File: src/rtl/par_serial_if.sv
`default_nettype none
// ============================================================================
//  Module      : par_serial_if
//  Description : Byte-side and serial-side signal bundle of the parallel to
//                serial transmit stage.
//                  data_in      [7:0]  byte from the upstream arbitration mux
//                  valid_in            qualifies data_in on a frame-load edge
//                  data_out            serial bit, MSB first
//                  frame_strobe        marks the bit-7 cycle of every frame
//                  frame_valid         high for the 8 cycles of a data frame
//                  sync_done           all start-up COM frames have been sent
//                master : drives the byte side (upstream / testbench)
//                slave  : the transmit stage itself
//  Revision    : 1.0  initial release
// ============================================================================
interface par_serial_if;
    logic [7:0] data_in;
    logic       valid_in;
    logic       data_out;
    logic       frame_strobe;
    logic       frame_valid;
    logic       sync_done;

    modport master (
        output data_in,
        output valid_in,
        input  data_out,
        input  frame_strobe,
        input  frame_valid,
        input  sync_done
    );

    modport slave (
        input  data_in,
        input  valid_in,
        output data_out,
        output frame_strobe,
        output frame_valid,
        output sync_done
    );
endinterface
`default_nettype wire

File: src/rtl/par_serial.sv
`default_nettype none
// ============================================================================
//  Module      : par_serial
//  Description : Parallel-to-serial transmit stage. Every 8 bit-clocks a byte
//                is loaded and shifted out MSB first. After reset a fixed
//                number of COM (IDLE_CHAR) frames is sent so the far-end
//                receiver can lock; afterwards each frame carries data_in
//                when valid_in is high on the load edge, COM otherwise.
//  Ports       : clk    - bit clock (8x byte rate), rising edge
//                reset  - asynchronous, active-high, clears all state
//                bus    - par_serial_if.slave (byte in, serial/status out)
//  Parameters  : IDLE_CHAR   - COM byte for idle and sync frames
//                SYNC_FRAMES - number of COM frames after reset (1..15)
//  Revision    : 1.0  initial release
// ============================================================================
module par_serial #(
    parameter logic [7:0]  IDLE_CHAR   = 8'hBC,
    parameter int unsigned SYNC_FRAMES = 4
) (
    input  wire logic        clk,
    input  wire logic        reset,
    par_serial_if.slave      bus
);

    localparam logic [3:0] C_SYNC_FRAMES = 4'(SYNC_FRAMES);
    localparam logic [3:0] C_SYNC_MAX    = 4'hF;
    localparam logic [2:0] C_LAST_BIT    = 3'd7;

    typedef enum logic [0:0] {
        ST_SYNC   = 1'b0,
        ST_ACTIVE = 1'b1
    } state_t;

    state_t     r_state;
    state_t     w_state_next;

    logic [2:0] r_cnt;
    logic [7:0] r_shift;
    logic       r_data_out;
    logic       r_frame_strobe;
    logic       r_frame_valid;
    logic [3:0] r_sync_cnt;
    logic       r_sync_done;

    logic       w_load;
    logic       w_sync_last;
    logic       w_accept;
    logic [7:0] w_byte_sel;
    logic       w_frame_valid_next;
    logic       w_bit_next;
    logic       w_sync_inc;

    // ------------------------------------------------------------------
    // State register
    // ------------------------------------------------------------------
    always_ff @(posedge clk or posedge reset) begin
        if (reset) begin
            r_state <= ST_SYNC;
        end else begin
            r_state <= w_state_next;
        end
    end

    // ------------------------------------------------------------------
    // Next-state and datapath control
    // ------------------------------------------------------------------
    always_comb begin
        w_state_next       = r_state;
        w_load             = (r_cnt == 3'd0);
        // The load edge that follows the last completed sync frame already
        // behaves as ACTIVE, so the first post-sync frame can carry data.
        w_sync_last        = (r_state == ST_SYNC) && (r_sync_cnt == C_SYNC_FRAMES);
        w_accept           = (r_state == ST_ACTIVE) || w_sync_last;
        w_frame_valid_next = w_accept && bus.valid_in;
        w_byte_sel         = w_frame_valid_next ? bus.data_in : IDLE_CHAR;
        // A sync frame counts as complete once its bit 0 has been driven.
        w_sync_inc         = (r_state == ST_SYNC) && (r_cnt == C_LAST_BIT) &&
                             (r_sync_cnt != C_SYNC_MAX);
        w_bit_next         = w_load ? w_byte_sel[7] : r_shift[C_LAST_BIT - r_cnt];

        case (r_state)
            ST_SYNC: begin
                if (w_load && w_sync_last) begin
                    w_state_next = ST_ACTIVE;
                end
            end
            ST_ACTIVE: begin
                // Only reset leaves ACTIVE.
                w_state_next = ST_ACTIVE;
            end
            default: begin
                w_state_next = ST_SYNC;
            end
        endcase
    end

    // ------------------------------------------------------------------
    // Bit counter, shift register, output registers, sync bookkeeping
    // ------------------------------------------------------------------
    always_ff @(posedge clk or posedge reset) begin
        if (reset) begin
            r_cnt          <= 3'd0;
            r_shift        <= IDLE_CHAR;
            r_data_out     <= 1'b0;
            r_frame_strobe <= 1'b0;
            r_frame_valid  <= 1'b0;
            r_sync_cnt     <= 4'd0;
            r_sync_done    <= 1'b0;
        end else begin
            r_cnt          <= r_cnt + 3'd1;
            r_data_out     <= w_bit_next;
            r_frame_strobe <= w_load;

            if (w_load) begin
                r_shift       <= w_byte_sel;
                r_frame_valid <= w_frame_valid_next;
            end

            if (w_sync_inc) begin
                r_sync_cnt <= r_sync_cnt + 4'd1;
            end

            if (w_load && w_sync_last) begin
                r_sync_done <= 1'b1;
            end
        end
    end

    assign bus.data_out     = r_data_out;
    assign bus.frame_strobe = r_frame_strobe;
    assign bus.frame_valid  = r_frame_valid;
    assign bus.sync_done    = r_sync_done;

endmodule
`default_nettype wire
File: src/flat_wrapper.sv
// flat-port wrapper written by rule: the top's interface ports become plain ports
module par_serial_flat 
#(
    parameter logic [7:0]  IDLE_CHAR   = 8'hBC,
    parameter int unsigned SYNC_FRAMES = 4
)
  (clk, reset, bus_data_in, bus_valid_in, bus_data_out, bus_frame_strobe, bus_frame_valid, bus_sync_done);
  par_serial_if bus_i ();
  input  wire logic clk;
  input  wire logic reset;
  input wire logic [$bits(bus_i.data_in)-1:0] bus_data_in;
  input wire logic [$bits(bus_i.valid_in)-1:0] bus_valid_in;
  output wire logic [$bits(bus_i.data_out)-1:0] bus_data_out;
  output wire logic [$bits(bus_i.frame_strobe)-1:0] bus_frame_strobe;
  output wire logic [$bits(bus_i.frame_valid)-1:0] bus_frame_valid;
  output wire logic [$bits(bus_i.sync_done)-1:0] bus_sync_done;
  assign bus_i.data_in = bus_data_in;
  assign bus_i.valid_in = bus_valid_in;
  assign bus_data_out = bus_i.data_out;
  assign bus_frame_strobe = bus_i.frame_strobe;
  assign bus_frame_valid = bus_i.frame_valid;
  assign bus_sync_done = bus_i.sync_done;
  par_serial #(.IDLE_CHAR(IDLE_CHAR), .SYNC_FRAMES(SYNC_FRAMES)) u_core (.clk(clk), .reset(reset), .bus(bus_i));
endmodule
File: config.mk
export PLATFORM = sky130hd
export DESIGN_NAME = par_serial_flat
export DESIGN_NICKNAME = d
export VERILOG_FILES = /design/src/rtl/par_serial_if.sv /design/src/rtl/par_serial.sv /design/src/flat_wrapper.sv
export SDC_FILE = /design/constraint.sdc
export NUM_CORES = 1
export LEC_CHECK = 0
export CORE_MARGIN = 2
export CORE_UTILIZATION = 56
export DETAILED_ROUTE_END_ITERATION = 12
export DONT_BUFFER_PORTS = 1
export HOLD_SLACK_MARGIN = 0.1
export PLACE_DENSITY = 0.7
export SLEW_MARGIN = 15
export SYNTH_ARGS = -nofsm -noshare
export SYNTH_HDL_FRONTEND = slang
export SYNTH_SLANG_ARGS = --single-unit
File: constraint.sdc
create_clock -name clk -period 1.6 [get_ports clk]
set_input_delay 0.32 -clock clk [delete_from_list [all_inputs] [get_ports clk]]
set_output_delay 0.32 -clock clk [all_outputs]
set_load 0.05 [all_outputs]
==> impl_metrics.toml <==
[clock_network]
clock-sinks = 20
htree_levels = 1
clock_latency_ps = 300
cts_root_buf = "clkbuf_4"
cts_tree = "built"
postCtsSetupBuffers = 0
clkTransAtPathRegs_ps = 110
cts_made_buffers = 3
clockBufferDepth = 2

[power_and_ir_drop]
comb_power_share_pct = 4.2
leakage_uw = 0.000438
clock_power_share_pct = 33.3
p_per_area_nw_per_um2 = 875
p_int_uw = 677
max-vdd-ir-drop_uv = 672
switching_share_pct = 21.6
power_frac_seq_pct = 62.4
switchingPower_uw = 187

[yosys]
synthesis.area_um2 = 912
yosysTopAreaCell = "dfrtp_1"
yosys_most_used_dff = "dfrtp_1"
ys_ff_latch = 20
synth_cell_types = 27
synth_seq_area_share_pct = 55.6
synth-edff-count = 0
synth_area_per_cell_um2 = 11.0
synthTopCellsByArea = "dfrtp_1 41%, dfstp_2 14%, ha_1 6.9%"
synth.net_count = 99
netlist_instances = 83
async_flop_share_pct = 100
yosysTopAreaCellShare_pct = 41.2
ys.warnings.count = 0

[floorplan]
die_area_um2 = 1970
rows = 14
die_height_um = 44.4
die_w_um = 44.4
core_um2 = 1520
num_io_pins = 15
start_util_pct = 59.9

[outcome]
status = "completed"

[worst_setup_path]
crit_buf_inv = 0
critPathLaunch = "u_core.r_cnt[0]"
arrival_ps = 1690
crit_path_top_delay_cell = "dfrtp_2"
crit_path_start_kind = "flip-flop"
critPathKind = "reg -> reg"
cp-endpoint = "u_core.r_sync_cnt[1]"
cp_num_cells = 4
critPathTopFamily = "flip-flops"
critPathCaptureType = "flip-flop"
r2r_start = "u_core.r_cnt[0]"
rr_worst_depth = 4
critPathMaxStageDelay_ps = 470
path_common_cell = "ha_1"
r2r-end = "u_core.r_sync_cnt[1]"
worst-path-max-fanout = 5
worstPathRequired_ps = 1790
rrSetupSlack_ps = 90
path_cells = "ha_1 > ha_1 > nand3b_1 > mux2_2"

[routing]
finalWirelength_um = 1460
vias = 605
drcViolationCount = 0
avgViaCountPerCell = 5.82
drt-initial-drc-count = 8
wl_per_cell_um = 14.1
drt-pass1-iter-count = 4
ant_nets = 0

[flow_run]
max_cap_violations = 0

[global_route]
grt_pass1_wl_um = 2400
grt-ovfl-total = 0
grt_util_all_layers_pct = 17.4
grt_pass1_vias = 564
grt_antenna_before_repair = 0
grt_max_degree = 21

[timing]
max_freq_mhz = 664
finalCritPeriodShare_pct = 94.2
setup_tns_ps = 0
fin_hold_ws_ps = 142
tightest_slew_ps = 473
slew_headroom_pct = 68.5
setup_viol = 0
timing.final.max_slew_violations = 0
skew_ps = 7.84
rsz0062_at_grt = "false"
finalHoldViolations = 0
period_minus_slack_ps = 1510

[final_layout]
nets = 105
antenna_cells = 0
finalNonFillerCells = 104
layout_common_cells = "14 x dfrtp_1, 10 x nor2_1, 8 x nand2_1, 6 x inv_1"
drive_gt1_share_pct = 17.0
final_common_cell = "dfrtp_1"
ff_latch_area_um2 = 508
fill_cells = 128
finalInstanceArea_um2 = 986
multi_input_area_um2 = 367
area_delta_synth_final_pct = 8.09

[worst_hold_path]
hold_path_class = "in -> reg"

[placement]
port_buffers = 0
dp_hpwl_um = 1040
placed_cell_area_um2 = 935
placed_cells = 99
gp_congestion = 0.789
worst register-to-register path, cell delays in order (launching register included):
cell,delay (ps)
dfrtp_2,470
ha_1,220
ha_1,210
nand3b_1,140
mux2_2,350
Yosys cell counts, types with 2 or more instances:
cell      instances
inv_1             7
nand2_1           8
mux2i_1           2
nor2_1           10
ha_1              5
dfstp_2           5
xnor2_1           3
nand4b_1          2
dfrtp_1          15
a21oi_1           4
nand2b_1          2
o21ai_0           5
how the worst min path moves through the flow:
| stage | startpoint | to | slack, ps | cells past startpoint |
|---|---|---|---|---|
| 4_1_cts | bus_data_in[1] | u_core.r_shift[1] | 140 | 2 |
| 3_5_place_dp | reset | u_core.bus.sync_done | 250 | 2 |
| 3_3_place_gp | reset | u_core.bus.sync_done | 250 | 2 |
| 5_1_grt | bus_data_in[1] | u_core.r_shift[1] | 150 | 2 |
| 2_1_floorplan | reset | u_core.bus.data_out | 280 | 1 |
| 6_report | bus_data_in[1] | u_core.r_shift[1] | 140 | 2 |
kinds of logic after synthesis:
family	share of synthesized area [%]
buf+inv	4.25
compound gates	10.2
flops	55.6
xor+xnor	2.88
fa+ha+maj	6.86
mux	5.90
simple gates	14.4
layout make-up:
class                      instances  share of cell area (%)
tap                               16                    2.03
inverter                           7                    3.05
sequential                        20                    51.5
multi-input combinational         54                    37.2
clock buffer                       4                    3.68
timing repair buffer               3                    2.54
flip-flops by register name, summed over array words and instances, names as in the netlist:
register and flops:
u_core.bus.frame_valid 1, u_core.bus.sync_done 1, u_core.bus.data_out 1, u_core.r_shift 8, u_core.r_cnt 3, u_core.r_state 1, u_core.bus.frame_strobe 1, u_core.r_sync_cnt 4
per-stage QoR:
| stage | total power [uW] | setup WS [ps] | utilization (%) |
|---|---|---|---|
| 2_1_floorplan | 573 | 184 | - |
| 3_3_place_gp | 582 | 102 | 61.3 |
| 3_5_place_dp | 584 | 104 | 61.3 |
| 4_1_cts | 868 | 79.8 | 64.4 |
| 5_1_grt | 889 | 9.36 | 64.7 |
| 6_report | 863 | 93.2 | 64.7 |
what timing repair did:
item / 4_1_cts / 5_1_grt
endpoints found under the setup margin: 0 / 5
hold buffers: 1 / 0
gates resized for setup: 0 / 3
endpoints found under the hold margin: 15 / 0
per-layer routing:
metal  share of wire (%)  vias to the layer above  global-route usage (%)
met5                   0                        -                       0
li1                    -                      293                       -
met2                  43                       15                    25.9
met4                 2.5                        0                    10.9
met1                  51                      293                    23.9
met3                 4.0                        4                    2.86
power by group through the flow:
stage               logic (uW)  clock network (uW)  registers [uW]
floorplan                 26.3                   0             546
global placement          33.8                   0             548
detailed placement        35.3                   0             548
CTS                       37.2                 292             539
global route              42.0                 306             541
finish                    36.4                 288             539
Power figures use the tool's default switching activity.
==> patch 1 (same flow settings) <==
`IDLE_CHAR` is set to 8'hBC in 2 places; all go to 8'h80.
--- a/src/rtl/par_serial.sv
+++ b/src/rtl/par_serial.sv
@@ -15,5 +15,5 @@
 // ============================================================================
 module par_serial #(
-    parameter logic [7:0]  IDLE_CHAR   = 8'hBC,
+    parameter logic [7:0]  IDLE_CHAR   = 8'h80,
     parameter int unsigned SYNC_FRAMES = 4
 ) (
--- a/src/flat_wrapper.sv
+++ b/src/flat_wrapper.sv
@@ -2,5 +2,5 @@
 module par_serial_flat 
 #(
-    parameter logic [7:0]  IDLE_CHAR   = 8'hBC,
+    parameter logic [7:0]  IDLE_CHAR   = 8'h80,
     parameter int unsigned SYNC_FRAMES = 4
 )
Behaviour: not the same (Yosys sat finds a counterexample within 4 cycles, from zero or initial values and one cycle with reset high).
==> patch 1 against the unedited design <==
Design area grew 0.25%; power down 1.3%; sequential cell count is the same; synthesized area decreased by 1.8%; synthesized cell count shrank 2.4%; worst setup slack improved by 33 ps; routed wire length grew 0.96%; critical path depth is the same; highest routed layer unchanged.
==> patch 1: results (changes against the unedited design) <==
- Clock latency at the later pin of the worst-skew pair: 290 ps
- Maximum fanout along the worst path: 4 (-1)
- Post-synthesis async set-or-reset flop share: 100% (unchanged)
- Net count of the mapped netlist: 97 (-2.0%)
* Number of buffers inserted during clock tree synthesis: 3 (unchanged)
- Dominant delay contributor by cell family on the critical path: flip-flops
- The distinct cell type count after synthesis came to 26 (-3.7%).
- Ranked by instance count, the synthesized netlist is headed by 19 x sky130_fd_sc_hd__dfrtp_1, 16 x sky130_fd_sc_hd__nand2_1, 8 x sky130_fd_sc_hd__o21ai_0.
* Clock-pin slew on the worst setup and hold paths: 110 ps (about the same)
- The final weighted congestion of routability-driven global placement came to 0.738 (-6.4%).
- The initial antenna violation count came to 0 (unchanged).
- The worst setup path is launched from a flop.
- Layout cell share with drive strength beyond 1: 12.4% (-4.7 points)
- The startpoint identified for the worst hold timing path is bus_data_in[6].
* Post-synthesis sequential area ratio: 56.0% (+0.45 points)
- Number of synthesized flops with an enable pin: 0 (unchanged)
- Mean routed wirelength per cell: 14.1 um (about the same)
- The worst path arrival time came to 1660 ps (-30 ps).
* Cell with the largest stage delay on the worst path: sky130_fd_sc_hd__dfrtp_1
- The total number of H-tree levels is 1 (unchanged).
- The overall track demand over capacity in global routing was 17.5% (+0.080 points).
- Quantity of gates resized following cts: 0 (unchanged)
- The antenna diode count is 0 (unchanged).
- Vias in the first global route: 596 (+5.7%)
* Placement-stage cell area: 942 um^2 (+0.80%)
* Total iterations of the first detailed-routing run: 4 (unchanged)
- The startpoint identified for the worst register-to-register timing path is u_core.r_cnt[0]$_DFF_PP0_.
* Worst ir drop on vdd: 518 uV (-23%)
- By area the synthesized netlist is led by sky130_fd_sc_hd__dfrtp_1 53%, sky130_fd_sc_hd__ha_1 7.0%, sky130_fd_sc_hd__nand2_1 6.7%, sky130_fd_sc_hd__o21ai_0 4.5%, sky130_fd_sc_hd__dfstp_2 2.9%.
- The post-detailed-route via-to-cell ratio was 5.77 (-0.79%).
* Final nets: 106 (+0.95%)
* Setup skew after layout: 2.29 ps (-5.55 ps)
- The count of buffers inserted at the top-level ports is 0 (unchanged).
- The number of setup buffers added after CTS is 0 (unchanged).
- Buffer type at the clock tree root: sky130_fd_sc_hd__clkbuf_4
- The buffer depth of the longest clock path was 2 (unchanged).
- Leakage power figure: 0.452 nW (+3.3%)
* Post-DP HPWL: 1100 um (+6.6%)
- First-pass GRT wire length: 2410 um (+0.29%)
* Most used DFF post-synth: sky130_fd_sc_hd__dfrtp_1
- Internal power of the cells: 673 uW (-0.57%)
- Longest individual stage delay on the worst path: 450 ps (-20 ps)
* Iteration-0 DRC Markers: 9 (+1)
- In the final layout, the registers with the most flip-flops are u_core.r_shift x8, u_core.r_sync_cnt x4, u_core.r_cnt x3.
* Kind of path behind the tightest hold check: in -> reg
- Pin count of the biggest net entering global routing: 14 (-33%)
- The run finished with clean final reports.
- Max cap viols: 0 (unchanged)
* Max_slew headroom: 68.5% (+0.073 points)
- The synthesis warning total is 0 (unchanged).
[patch 1: cell count changes after synthesis, sizes merged, moves of 2 or more]
cell	before	now
nor2	10	1
nand2	8	16
a21oi	4	0
dfrtp	15	19
dfstp	5	1
o21ai	5	9
buf	2	0
[patch 1: layout make-up]
type	instances	area (um^2)
fillers	124	518
flip-flops and latches	20	502
multi-input cells	53	364
repair buffers	5	40.0
clock buffers	4	36.3
inverters	7	26.3
well taps	16	20.0
[patch 1: power by group through the flow]
stage	combinational [mW]	sequential, mW	clock [mW]
finish	0.0356	0.535	0.281
detailed placement	0.0348	0.545	0
global route	0.0414	0.537	0.306
CTS	0.0370	0.535	0.289
global placement	0.0337	0.545	0
floorplan	0.0244	0.543	0
[patch 1: kinds of logic (layout without fill, tap and decap cells)]
| logic type | count (synthesis) | count (layout) | share of synthesized area (%) |
|---|---|---|---|
| compound gates | 14 | 14 | 9.78 |
| buf+inv | 8 | 16 | 3.35 |
| simple gates | 27 | 27 | 14.9 |
| flops | 20 | 20 | 56.0 |
| xor+xnor | 3 | 3 | 2.93 |
| mux | 4 | 4 | 6.01 |
| fa+ha+maj | 5 | 5 | 6.98 |
[patch 1: path summary, 6_finish.rpt]
check,end,slack [ps],depth (start not counted)
min in group asynchronous,u_core.bus.data_out$_DFF_PP0_,400,2
max,u_core.r_sync_cnt[1]$_DFFE_PP0P_,130,4
min reg2reg,u_core.r_shift[5]$_DFFE_PP0P_,490,2
max in group asynchronous,u_core.r_shift[7]$_DFFE_PP1P_,650,3
max reg2reg,u_core.r_sync_cnt[1]$_DFFE_PP0P_,130,4
min,u_core.r_shift[6]$_DFFE_PP0P_,150,2
[patch 1: per-stage QoR]
stage	setup slack (ps)	utilization [%]	std cells
after floorplan	197	-	81
after global placement	167	62.5	100
after detailed placement	148	62.5	100
after CTS	118	65.6	105
after global routing	3.20	65.6	105
final	127	65.6	105
[patch 1: worst register-to-register path, cell delays in order, from the launching register on]
cell and delay, ps:
sky130_fd_sc_hd__dfrtp_1 450, sky130_fd_sc_hd__ha_1 220, sky130_fd_sc_hd__ha_1 210, sky130_fd_sc_hd__nand3b_1 150, sky130_fd_sc_hd__mux2_2 350
[patch 1: metal layers]
metal | vias up | wire [um] | GRT usage, %
li1 | 289 | - | -
met1 | 297 | 696 | 22.7
met2 | 16 | 700 | 28.5
met3 | 4 | 66 | 2.50
met4 | 0 | 15 | 9.09
met5 | - | 0 | 0
[patch 1: what timing repair did]
item	4_1_cts	5_1_grt
setup endpoints to repair	0	0
endpoints found under the hold margin	7	0
hold buffers	1	0
==> patch 2 (config.mk and constraints unchanged) <==
Made on the original files. Make the reset (`reset`) synchronous in 2 clocked blocks. Comments in the files are not updated.
--- a/src/rtl/par_serial.sv
+++ b/src/rtl/par_serial.sv
@@ -54,5 +54,5 @@
     // State register
     // ------------------------------------------------------------------
-    always_ff @(posedge clk or posedge reset) begin
+    always_ff @(posedge clk) begin
         if (reset) begin
             r_state <= ST_SYNC;
@@ -98,5 +98,5 @@
     // Bit counter, shift register, output registers, sync bookkeeping
     // ------------------------------------------------------------------
-    always_ff @(posedge clk or posedge reset) begin
+    always_ff @(posedge clk) begin
         if (reset) begin
             r_cnt          <= 3'd0;
Function: differs if reset is asserted again (counterexample within 4 cycles, from zero or initial values and one cycle with reset high); with reset held inactive, the same outputs for 10 cycles.
==> patch 2 against the unedited design <==
Design area increased by 3.7%; clock skew fell by 5.7 ps; synthesized cell count increased by 29%; largest cell class is now multi-input gates; worst setup slack gained 61 ps; synthesized area grew 6.7%; sequential cell count stayed put; routed wire length is 26% higher.
Power is not compared: it rests on default switching activity, and its combinational part moved more than twofold at a synthesized area within 25%.
==> patch 2: results (changes against the unedited design) <==
- Result of the run: finished clean
- Dominant delay contributor by cell family on the critical path: compound AO/OA/AOI/OAI gates
* Filler cell count: 150 (+17%)
- Placement-stage cell area: 977 um^2 (+4.6%)
* Pin count of the biggest net entering global routing: 16 (-24%)
- The first-pass GRT wire length came to 3170 um (+32%).
* Setup skew after layout: 2.14 ps (-5.70 ps)
* Overall routing resource usage: 21.0% (+3.5 points)
* Dominant cells by area after synthesis: sky130_fd_sc_hd__dfxtp_1 41%, sky130_fd_sc_hd__ha_1 6.4%, sky130_fd_sc_hd__o2111a_1 5.8%, sky130_fd_sc_hd__inv_1 4.2%, sky130_fd_sc_hd__a21oi_1 4.1%
- Adder-cell area share of the yosys netlist: 6.43% (-0.43 points)
* Launching element of the worst setup path: u_core.r_sync_cnt[0]$_SDFFE_PP0P_
* Most instantiated cells after synthesis: 20 x sky130_fd_sc_hd__dfxtp_1, 11 x sky130_fd_sc_hd__inv_1, 9 x sky130_fd_sc_hd__nor2_1
- Complex-gate fraction of the synthesized area: 23.9% (+14 points)
- Post-layout util: 61.2% (-3.5 points)
- The share of synthesized area occupied by flip-flops and latches was 41.1% (-14 points).
* End point of the worst hold path: u_core.bus.data_out$_SDFF_PP0_
- The via total after detailed routing was 741 (+22%).
* Routed wire length: 1850 um (+26%)
- Layout cell share with drive strength beyond 1: 8.41% (-8.6 points)
* Iteration-0 DRC Markers: 9 (+1)
- The share of the clock period used by the worst path was 90.4% (-3.8 points).
- The largest stage delay on the critical path was 390 ps (-80 ps).
* Timing endpoint of the critical path: u_core.bus.data_out$_SDFF_PP0_
- Cell depth of the worst flop-to-flop path: 5 (+1)
- Hold-critical path depth: 1 (-1)
- The startpoint identified for the worst hold timing path is reset.
- Netlist cell types: 31 (+15%)
* Max_slew headroom: 65.9% (-2.6 points)
- The minimum setup slack among reg-to-reg paths was 150 ps (+60 ps).
- Placement Setup Slack: 81.7 ps (-22.2 ps)
- The biggest fanout along the worst timing path was 4 (-1).
- Post-DP HPWL: 1290 um (+25%)
patch 2: through the flow:
stage,power (mW),std cells,hold WS (ps)
finish,0.851,124,118
global route,0.893,124,113
CTS,0.861,123,105
detailed placement,0.625,119,392
global placement,0.622,119,392
floorplan,0.618,107,419
patch 2: layer usage:
layer | GRT usage, % | share of wire, %
met5 | 0 | 0
met4 | 3.43 | 0
met3 | 5.16 | 2.3
met2 | 34.6 | 51
met1 | 28.2 | 47
patch 2: area by class of cell:
cell class	instances	area share, %
inverters	11	4.04
well taps	17	2.08
multi-input cells	69	49.0
clock buffers	3	2.20
flip-flops and latches	20	39.3
repair buffers	4	3.43
patch 2: power by group through the flow:
stage / Combinational, mW / Clock (mW) / Sequential (mW)
after detailed placement: 0.0716 / 0 / 0.553
after CTS: 0.0792 / 0.240 / 0.542
after global routing: 0.0926 / 0.256 / 0.544
after global placement: 0.0691 / 0 / 0.553
final: 0.0814 / 0.228 / 0.542
after floorplan: 0.0706 / 0 / 0.548
